$ cat src/rtl/id_ex_ctrl.sv
// ID-stage decoder and ID/EX pipeline register: decodes the instruction, builds the
// immediate, detects load-use hazards and registers controls and operands for EX.
module id_ex_ctrl #(
    parameter bit HAZARD_EN = 1'b1
) (
    input  logic        clk_i,
    input  logic        rst_i,
    input  logic [31:0] inst_i,
    input  logic        inst_valid_i,
    input  logic        flush_i,
    input  logic [31:0] rs1_data_i,
    input  logic [31:0] rs2_data_i,
    output logic        stall_o,
    output logic        ex_valid_o,
    output logic [2:0]  ex_ALUctrl_o,
    output logic        ex_ALUSrc_o,
    output logic        ex_RegWrite_o,
    output logic        ex_MemtoReg_o,
    output logic        ex_MemRead_o,
    output logic        ex_MemWrite_o,
    output logic        ex_Branch_o,
    output logic [31:0] ex_rs1_data_o,
    output logic [31:0] ex_rs2_data_o,
    output logic [31:0] ex_imm_o,
    output logic [4:0]  ex_rs1_o,
    output logic [4:0]  ex_rs2_o,
    output logic [4:0]  ex_rd_o,
    output logic        ex_illegal_o
);

    localparam logic [6:0] OP_R      = 7'b0110011;
    localparam logic [6:0] OP_I      = 7'b0010011;
    localparam logic [6:0] OP_LOAD   = 7'b0000011;
    localparam logic [6:0] OP_STORE  = 7'b0100011;
    localparam logic [6:0] OP_BRANCH = 7'b1100011;

    localparam logic [2:0] ALU_ADD  = 3'b000;
    localparam logic [2:0] ALU_SUB  = 3'b001;
    localparam logic [2:0] ALU_AND  = 3'b010;
    localparam logic [2:0] ALU_XOR  = 3'b011;
    localparam logic [2:0] ALU_SLL  = 3'b100;
    localparam logic [2:0] ALU_MUL  = 3'b101;
    localparam logic [2:0] ALU_SRAI = 3'b110;
    localparam logic [2:0] ALU_ADDI = 3'b111;

    function automatic logic signed [31:0] imm_i(input logic [31:0] inst);
        return {{20{inst[31]}}, inst[31:20]};
    endfunction

    function automatic logic signed [31:0] imm_s(input logic [31:0] inst);
        return {{20{inst[31]}}, inst[31:25], inst[11:7]};
    endfunction

    function automatic logic signed [31:0] imm_b(input logic [31:0] inst);
        return {{19{inst[31]}}, inst[31], inst[7], inst[30:25], inst[11:8], 1'b0};
    endfunction

    function automatic logic signed [31:0] imm_shamt(input logic [31:0] inst);
        return {27'd0, inst[24:20]};
    endfunction

    logic [6:0] opcode;
    logic [2:0] funct3;
    logic [6:0] funct7;
    assign opcode = inst_i[6:0];
    assign funct3 = inst_i[14:12];
    assign funct7 = inst_i[31:25];

    logic               legal_p0;
    logic [2:0]         alu_p0;
    logic               alusrc_p0, regwrite_p0, memtoreg_p0, memread_p0, memwrite_p0, branch_p0;
    logic               use_rs2_p0;
    logic signed [31:0] imm_p0;

    // Stage p0: combinational decode of the instruction in ID
    always_comb begin
        legal_p0    = 1'b0;
        alu_p0      = ALU_ADD;
        alusrc_p0   = 1'b0;
        regwrite_p0 = 1'b0;
        memtoreg_p0 = 1'b0;
        memread_p0  = 1'b0;
        memwrite_p0 = 1'b0;
        branch_p0   = 1'b0;
        use_rs2_p0  = 1'b0;
        imm_p0      = '0;
        case (opcode)
            OP_R: begin
                case ({funct7, funct3})
                    {7'b0000000, 3'b000}: begin legal_p0 = 1'b1; alu_p0 = ALU_ADD; end
                    {7'b0100000, 3'b000}: begin legal_p0 = 1'b1; alu_p0 = ALU_SUB; end
                    {7'b0000000, 3'b111}: begin legal_p0 = 1'b1; alu_p0 = ALU_AND; end
                    {7'b0000000, 3'b100}: begin legal_p0 = 1'b1; alu_p0 = ALU_XOR; end
                    {7'b0000000, 3'b001}: begin legal_p0 = 1'b1; alu_p0 = ALU_SLL; end
                    {7'b0000001, 3'b000}: begin legal_p0 = 1'b1; alu_p0 = ALU_MUL; end
                    default: ;
                endcase
                regwrite_p0 = legal_p0;
                use_rs2_p0  = legal_p0;
            end
            OP_I: begin
                if (funct3 == 3'b000) begin
                    legal_p0 = 1'b1;
                    alu_p0   = ALU_ADDI;
                    imm_p0   = imm_i(inst_i);
                end else if (funct3 == 3'b101 && funct7 == 7'b0100000) begin
                    legal_p0 = 1'b1;
                    alu_p0   = ALU_SRAI;
                    imm_p0   = imm_shamt(inst_i);
                end
                regwrite_p0 = legal_p0;
                alusrc_p0   = legal_p0;
            end
            OP_LOAD: begin
                if (funct3 == 3'b010) begin
                    legal_p0    = 1'b1;
                    memread_p0  = 1'b1;
                    memtoreg_p0 = 1'b1;
                    regwrite_p0 = 1'b1;
                    alusrc_p0   = 1'b1;
                    imm_p0      = imm_i(inst_i);
                end
            end
            OP_STORE: begin
                if (funct3 == 3'b010) begin
                    legal_p0    = 1'b1;
                    memwrite_p0 = 1'b1;
                    alusrc_p0   = 1'b1;
                    use_rs2_p0  = 1'b1;
                    imm_p0      = imm_s(inst_i);
                end
            end
            OP_BRANCH: begin
                if (funct3 == 3'b000) begin
                    legal_p0   = 1'b1;
                    alu_p0     = ALU_SUB;
                    branch_p0  = 1'b1;
                    use_rs2_p0 = 1'b1;
                    imm_p0     = imm_b(inst_i);
                end
            end
            default: ;
        endcase
    end

    logic rd_hit_p0;
    logic hazard_p0;

    // rs1 counts as a source only for legal encodings, so junk never stalls
    assign rd_hit_p0 = (legal_p0   && (ex_rd_o == inst_i[19:15])) ||
                       (use_rs2_p0 && (ex_rd_o == inst_i[24:20]));
    assign hazard_p0 = HAZARD_EN && inst_valid_i && !flush_i &&
                       ex_valid_o && ex_MemRead_o && (ex_rd_o != 5'd0) && rd_hit_p0;
    assign stall_o   = hazard_p0;

    logic               vld_p1, illegal_p1;
    logic [2:0]         alu_p1;
    logic               alusrc_p1, regwrite_p1, memtoreg_p1, memread_p1, memwrite_p1, branch_p1;
    logic [31:0]        rs1_data_p1, rs2_data_p1;
    logic signed [31:0] imm_p1;
    logic [4:0]         rs1_p1, rs2_p1, rd_p1;

    // Stage p1: ID/EX register; bubbles and reset clear every field
    always_ff @(posedge clk_i) begin
        if (rst_i || flush_i || hazard_p0 || !inst_valid_i) begin
            vld_p1      <= 1'b0;
            illegal_p1  <= 1'b0;
            alu_p1      <= '0;
            alusrc_p1   <= 1'b0;
            regwrite_p1 <= 1'b0;
            memtoreg_p1 <= 1'b0;
            memread_p1  <= 1'b0;
            memwrite_p1 <= 1'b0;
            branch_p1   <= 1'b0;
            rs1_data_p1 <= '0;
            rs2_data_p1 <= '0;
            imm_p1      <= '0;
            rs1_p1      <= '0;
            rs2_p1      <= '0;
            rd_p1       <= '0;
        end else begin
            vld_p1      <= legal_p0;
            illegal_p1  <= !legal_p0;
            alu_p1      <= alu_p0;
            alusrc_p1   <= alusrc_p0;
            regwrite_p1 <= regwrite_p0;
            memtoreg_p1 <= memtoreg_p0;
            memread_p1  <= memread_p0;
            memwrite_p1 <= memwrite_p0;
            branch_p1   <= branch_p0;
            rs1_data_p1 <= legal_p0 ? rs1_data_i : 32'd0;
            rs2_data_p1 <= legal_p0 ? rs2_data_i : 32'd0;
            imm_p1      <= imm_p0;
            rs1_p1      <= legal_p0 ? inst_i[19:15] : 5'd0;
            rs2_p1      <= legal_p0 ? inst_i[24:20] : 5'd0;
            rd_p1       <= regwrite_p0 ? inst_i[11:7] : 5'd0;
        end
    end

    assign ex_valid_o    = vld_p1;
    assign ex_illegal_o  = illegal_p1;
    assign ex_ALUctrl_o  = alu_p1;
    assign ex_ALUSrc_o   = alusrc_p1;
    assign ex_RegWrite_o = regwrite_p1;
    assign ex_MemtoReg_o = memtoreg_p1;
    assign ex_MemRead_o  = memread_p1;
    assign ex_MemWrite_o = memwrite_p1;
    assign ex_Branch_o   = branch_p1;
    assign ex_rs1_data_o = rs1_data_p1;
    assign ex_rs2_data_o = rs2_data_p1;
    assign ex_imm_o      = imm_p1;
    assign ex_rs1_o      = rs1_p1;
    assign ex_rs2_o      = rs2_p1;
    assign ex_rd_o       = rd_p1;

endmodule
$ cat config.mk
export PLATFORM = sky130hd
export DESIGN_NAME = id_ex_ctrl
export DESIGN_NICKNAME = d
export VERILOG_FILES = /design/src/rtl/id_ex_ctrl.sv
export SDC_FILE = /design/constraint.sdc
export NUM_CORES = 1
export LEC_CHECK = 0
export BUFFER_PORTS_ARGS = -buffer_cell sky130_fd_sc_hd__buf_4
export CAP_MARGIN = 20
export CORE_MARGIN = 5
export CORE_UTILIZATION = 48
export DETAILED_ROUTE_END_ITERATION = 6
export MAX_ROUTING_LAYER = met4
export PLACE_DENSITY = 0.9
export SLEW_MARGIN = 25
export SYNTH_ARGS = -nofsm -noshare
export SYNTH_HDL_FRONTEND = slang
export SYNTH_SLANG_ARGS = --single-unit
$ cat constraint.sdc
create_clock -name clk_i -period 6 [get_ports clk_i]
set_input_delay 1.2 -clock clk_i [delete_from_list [all_inputs] [get_ports clk_i]]
set_output_delay 1.2 -clock clk_i [all_outputs]
set_load 0.005 [all_outputs]
==> results of run 1 <==
==> power breakdown <==
group / leakage, nW / total [mW] / internal [mW] / switching [mW]
logic: 1.48 / 0.0965 / 0.0542 / 0.0423
clock network: 0.0992 / 0.415 / 0.191 / 0.224
registers: 0.821 / 0.677 / 0.677 / 0.000209
total: 2.40 / 1.19 / 0.922 / 0.267
==> area by class of cell <==
| cell class | instances | area share |
|---|---|---|
| clock buffer | 9 | 0.02131 |
| clock inverter | 6 | 0.01076 |
| inverter | 1 | 0.0006457 |
| multi-input combinational | 276 | 0.2962 |
| sequential | 102 | 0.3513 |
| tap | 108 | 0.02325 |
| timing repair buffer | 227 | 0.2966 |
==> kinds of logic after synthesis <==
logic type      Yosys count  share of synthesized area
compound gates           31                    0.05484
xor+xnor                 14                    0.02953
buf+inv                  56                    0.09792
flops                   102                     0.4917
simple gates            231                     0.3260
==> flip-flops by register name, summed over array words and instances, names as in the netlist <==
name,count
ex_ALUSrc_o,1
ex_ALUctrl_o,3
ex_Branch_o,1
ex_MemRead_o,1
ex_MemWrite_o,1
ex_RegWrite_o,1
ex_illegal_o,1
ex_imm_o,13
ex_rd_o,5
ex_rs1_data_o,32
ex_rs1_o,5
ex_rs2_data_o,32
ex_rs2_o,5
ex_valid_o,1
==> Yosys cell counts (all sizes together), types with 3 or more instances <==
| library cell | number | share of area |
|---|---|---|
| nand2 | 88 | 0.080 |
| nor4 | 3 | 0.0045 |
| and2 | 5 | 0.0075 |
| nor3b | 3 | 0.0054 |
| nor3 | 99 | 0.18 |
| nor2 | 10 | 0.0096 |
| buf | 40 | 0.083 |
| a21o | 3 | 0.0072 |
| nand3 | 8 | 0.0096 |
| a31oi | 3 | 0.0045 |
| clkbuf | 15 | 0.014 |
| xnor2 | 6 | 0.013 |
| a21oi | 4 | 0.0075 |
| xor2 | 8 | 0.017 |
| a22oi | 4 | 0.0072 |
| o21ai | 6 | 0.0072 |
| dfxtp | 102 | 0.49 |
==> worst reg2reg max path, delay by kind of cell (launching register included) <==
family                 cells  cell delay, ps
XOR/XNOR                   1             110
AO/OA/AOI/OAI              2            1160
flip-flops                 1             470
buffers and inverters      1             670
AND/OR/NAND/NOR            3             580
==> routing by layer <==
layer | vias up | track usage | part of all wire
met2 | 154 | 0.3542 | 0.52
met3 | 14 | 0.04060 | 0.081
met5 | - | - | 0
met1 | 1674 | 0.2594 | 0.38
met4 | 0 | 0.06474 | 0.018
li1 | 1817 | - | -
==> per-stage QoR <==
step	utilization	std cells	area (um2)
after floorplan	-	434	4153
after global placement	0.6516	713	5599
after detailed placement	0.6548	714	5627
after CTS	0.6765	729	5813
after global routing	0.6765	729	5813
final	0.6765	729	5813
==> path summary, 6_finish.rpt <==
| kind | endpoint | cells after the start | from |
|---|---|---|---|
| min | ex_Branch_o | 3 | ex_valid_o |
| min reg2reg | ex_Branch_o | 3 | ex_valid_o |
| max | stall_o | 7 | inst_i[26] |
| max reg2reg | ex_imm_o[30] | 7 | ex_rd_o[4] |
==> impl_metrics.yaml, run 1 <==
critical_path:
  critPathArrivalTime_ps: 3530
  cp_top_family: "simple AND/OR/NAND/NOR gates"
  worst-path-buf-inv: 2
  end_kind: "output pin"
  r2r_slack_ps: 2850
  worst_ep_required_time_ps: 4800
  worstSetupStartpointType: "primary input"
  crit_path_cell_trace: "buf_4 > or4_4 > nor4_1 > o21ai_1 > o21ai_0 > o21a_4 > buf_4"
  crit_path_max_incr_delay_ps: 570
  worst_path_max_delay_cell: "o21a_4"
  cpMostUsedCell: "buf_4"
  crit_type: "in -> out"
  crit_fanout: 50
clock_network:
  clkSinkCount: 102
  cts_setup_buffers: 0
  cts_made_buffers: 9
  clk_latency_ps: 350
  ctsLongestPathBuffers: 2
  post_cts_resized: 0
  cts_tree: "built"
  clk_pin_slew_worst_paths_ps: 90
  htree_levels: 3
  cts_root_buf: "clkbuf_8"
  cts_hold_buf: 0
synth:
  syn_avg_cell_area_um2: 9.569
  synthCells: 434
  synth_cell_types: 46
  synthesis.nets: 534
  synth_sequential_area_ratio: 0.4917
  syn_area_mm2: 0.004153
  async_flop_share: 0
  synth_edf_count: 0
  ys.flop_type: "dfxtp_1"
  synth-seq-cells: 102
  ys_warn_count: 0
floorplanning:
  ioPinCount: 223
  fp.coreArea_mm2: 0.008593
  die_x_um: 103.0
  die_h_um: 103.0
  row_count: 34
  start_util: 0.4833
  dieArea_mm2: 0.01061
routing:
  antenna_left: 0
  num_vias: 3659
  drtPass1Iterations: 6
  viasPerCell: 5.019
  drt_iter0_drc: 113
  drt_wl_total_um: 11360
  drc: 0
  wl_per_cell_um: 15.58
run:
  maxCapViolations: 0
placed_design:
  gp_congestion: 0.8234
  post-dp-hpwl_um: 8768
  portBuffers: 222
  post-place-ws_ps: 1303
power_and_ir_drop:
  power_mw: 1.189
  pwr_density_cell_mw_per_mm2: 204.5
  ir_drop_mv: 0.1340
  leakagePower_nw: 2.401
timing:
  setup_ws_ps: 1271
  setup_viol: 0
  hold_viol_final: 0
  slew_violations: 0
  max_freq_ghz: 0.2115
  relSlewSlack: 0.4963
  fin_worst_skew_ps: 10.58
  finalCriticalPeriod_ps: 4729
  timing.final.crit_share: 0.7881
  whs_ps: 873.0
  worst_pin_slew_ps: 745.0
  rsz0062_at_grt: "false"
  fin_setup_tns_ps: 0
grt:
  grt_max_degree: 51
  antenna_found_initial: 0
  grt_pass1_wl_um: 17260
  overflow: 0
  grt_pass1_vias: 3542
  grt_usage: 0.2120
final_layout:
  finalNetCount: 717
  syn_to_final_growth_pct: 39.98
  layout-drive-gt1-share: 0.4831
  layout_commonest_cell: "buf_4"
  mostFrequentLayoutCells: "buf_4, dfxtp_1, nand2_1"
  fill_cells: 697
  ff_latch_area_mm2: 0.002042
  multiInputGateArea_mm2: 0.001722
  antenna_cells: 0
status:
  status: "finished clean"
hold_path:
  hold_path_class: "reg -> reg"
Note: power is estimated with default switching activity, not from simulation.
==> run 2, diff against run 1 <==
- CORE_UTILIZATION: 48 -> 45
- PLACE_DENSITY: 0.9 -> 0.85
- clock period: 6 -> 4.5 ns (I/O delays scaled with it)
==> run 2 against run 1 <==
  * Clock skew is 2.0 ps higher
  * Count of clock-buffer cells in the layout up 1
  * First-iteration DRC count rose by 110%
  * Largest power group unchanged
  * Highest routed layer unchanged
==> impl_metrics.yaml, run 2 (synthesis gave the netlist of run 1 again) <==
status:
  status: "finished clean"
floorplanning:
  die_h_um: 106.1
  dieArea_mm2: 0.01125
  fp.coreArea_mm2: 0.009109
  row_count: 35
  start_util: 0.4559
  die_x_um: 106.1
  ioPinCount: 223
grt:
  grt_usage: 0.2045
  grt_pass1_wl_um: 18030
  grt_pass1_vias: 3507
  grt_max_degree: 95
  overflow: 0
  antenna_found_initial: 0
routing:
  drt_wl_total_um: 11730
  wl_per_cell_um: 16.04
  num_vias: 3709
  viasPerCell: 5.074
  drtPass1Iterations: 5
  antenna_left: 0
  drc: 0
  drt_iter0_drc: 236
timing:
  timing.final.crit_share: 0.7953
  worst_pin_slew_ps: 883.3
  fin_setup_tns_ps: 0
  finalCriticalPeriod_ps: 3579
  fin_worst_skew_ps: 12.59
  relSlewSlack: 0.4111
  rsz0062_at_grt: "false"
  max_freq_ghz: 0.2794
  slew_violations: 0
  hold_viol_final: 0
  setup_viol: 0
clock_network:
  cts_setup_buffers: 0
  ctsLongestPathBuffers: 2
  post_cts_resized: 0
  cts_hold_buf: 0
  cts_root_buf: "clkbuf_8"
  htree_levels: 3
  cts_tree: "built"
  cts_made_buffers: 9
  clk_latency_ps: 340
  clk_pin_slew_worst_paths_ps: 100
  clkSinkCount: 102
critical_path:
  cp_top_family: "simple AND/OR/NAND/NOR gates"
  critPathArrivalTime_ps: 2680
  crit_path_max_incr_delay_ps: 640
  worst_path_max_delay_cell: "nor3b_1"
  crit_fanout: 6
  crit_cells: 7
  end_kind: "output pin"
  r2r_slack_ps: 1790
  r2r_cells: 7
  worst_ep_required_time_ps: 3600
  worst-path-buf-inv: 2
  worstSetupStartpointType: "primary input"
  crit_type: "in -> out"
  cpMostUsedCell: "buf_4"
  crit_path_cell_trace: "buf_4 > nand4bb_1 > nor3b_1 > nand3_1 > o21ai_0 > o21a_4 > buf_4"
  r2r_start: "ex_rd_o[4]"
  r2r-end: "ex_rs2_data_o[13]"
final_layout:
  finalNetCount: 716
  syn_to_final_growth_pct: 40.13
  antenna_cells: 0
  fin_util: 0.6389
  mostFrequentLayoutCells: "buf_4, dfxtp_1, nand2_1"
  layout_commonest_cell: "buf_4"
  layout-drive-gt1-share: 0.4806
placed_design:
  post-dp-hpwl_um: 8785
  gp_congestion: 0.9154
  portBuffers: 222
power_and_ir_drop:
  pwr_density_cell_mw_per_mm2: 273.6
  power_mw: 1.592
  ir_drop_mv: 0.1692
  leakagePower_nw: 2.393
hold_path:
  hold_path_class: "in -> reg"
  min_path_cells: 2
  hold_end: "ex_rd_o[1]"
  hp-start: "inst_i[8]"
run:
  maxCapViolations: 0
## run 2: worst max path at each step
stage               start                end  slack, ps
6_report        inst_i[2]            stall_o        920
5_1_grt         inst_i[2]            stall_o        740
4_1_cts         inst_i[2]            stall_o        970
3_5_place_dp    inst_i[2]        ex_imm_o[6]        950
3_3_place_gp   inst_i[26]  ex_rs1_data_o[20]        860
2_1_floorplan  inst_i[30]            stall_o       1170
## run 2: layout make-up
cell class	count	area (um2)
clock buffer	10	127.6
clock inverter	5	60.06
fill	746	3289
inverter	1	3.754
multi-input combinational	276	1722
sequential	102	2042
tap	111	138.9
timing repair buffer	226	1725
## run 2: power by group
group          switching (mW)  leakage, nW  internal [mW]
clock network           0.304       0.0927          0.257
logic                  0.0567         1.48         0.0720
registers            0.000272        0.821          0.902
total                   0.361         2.39           1.23
## run 2: through the flow
| step | hold WS [ps] | setup WS [ps] | area (um2) | cells |
|---|---|---|---|---|
| after global placement | 818.5 | 855.3 | 5608 | 715 |
| after global routing | 740.2 | 740.0 | 5819 | 731 |
| final | 766.7 | 921.0 | 5819 | 731 |
| after detailed placement | 807.9 | 949.1 | 5632 | 716 |
| after floorplan | 634.8 | 1166 | 4153 | 434 |
| after CTS | 740.2 | 970.5 | 5819 | 731 |
## run 2: metal layers
layer	up-vias	track usage	wire length, um
met5	-	-	0
met4	0	0.07031	238
met3	23	0.03825	781
met2	166	0.3493	6032
met1	1705	0.2427	4673
li1	1815	-	-
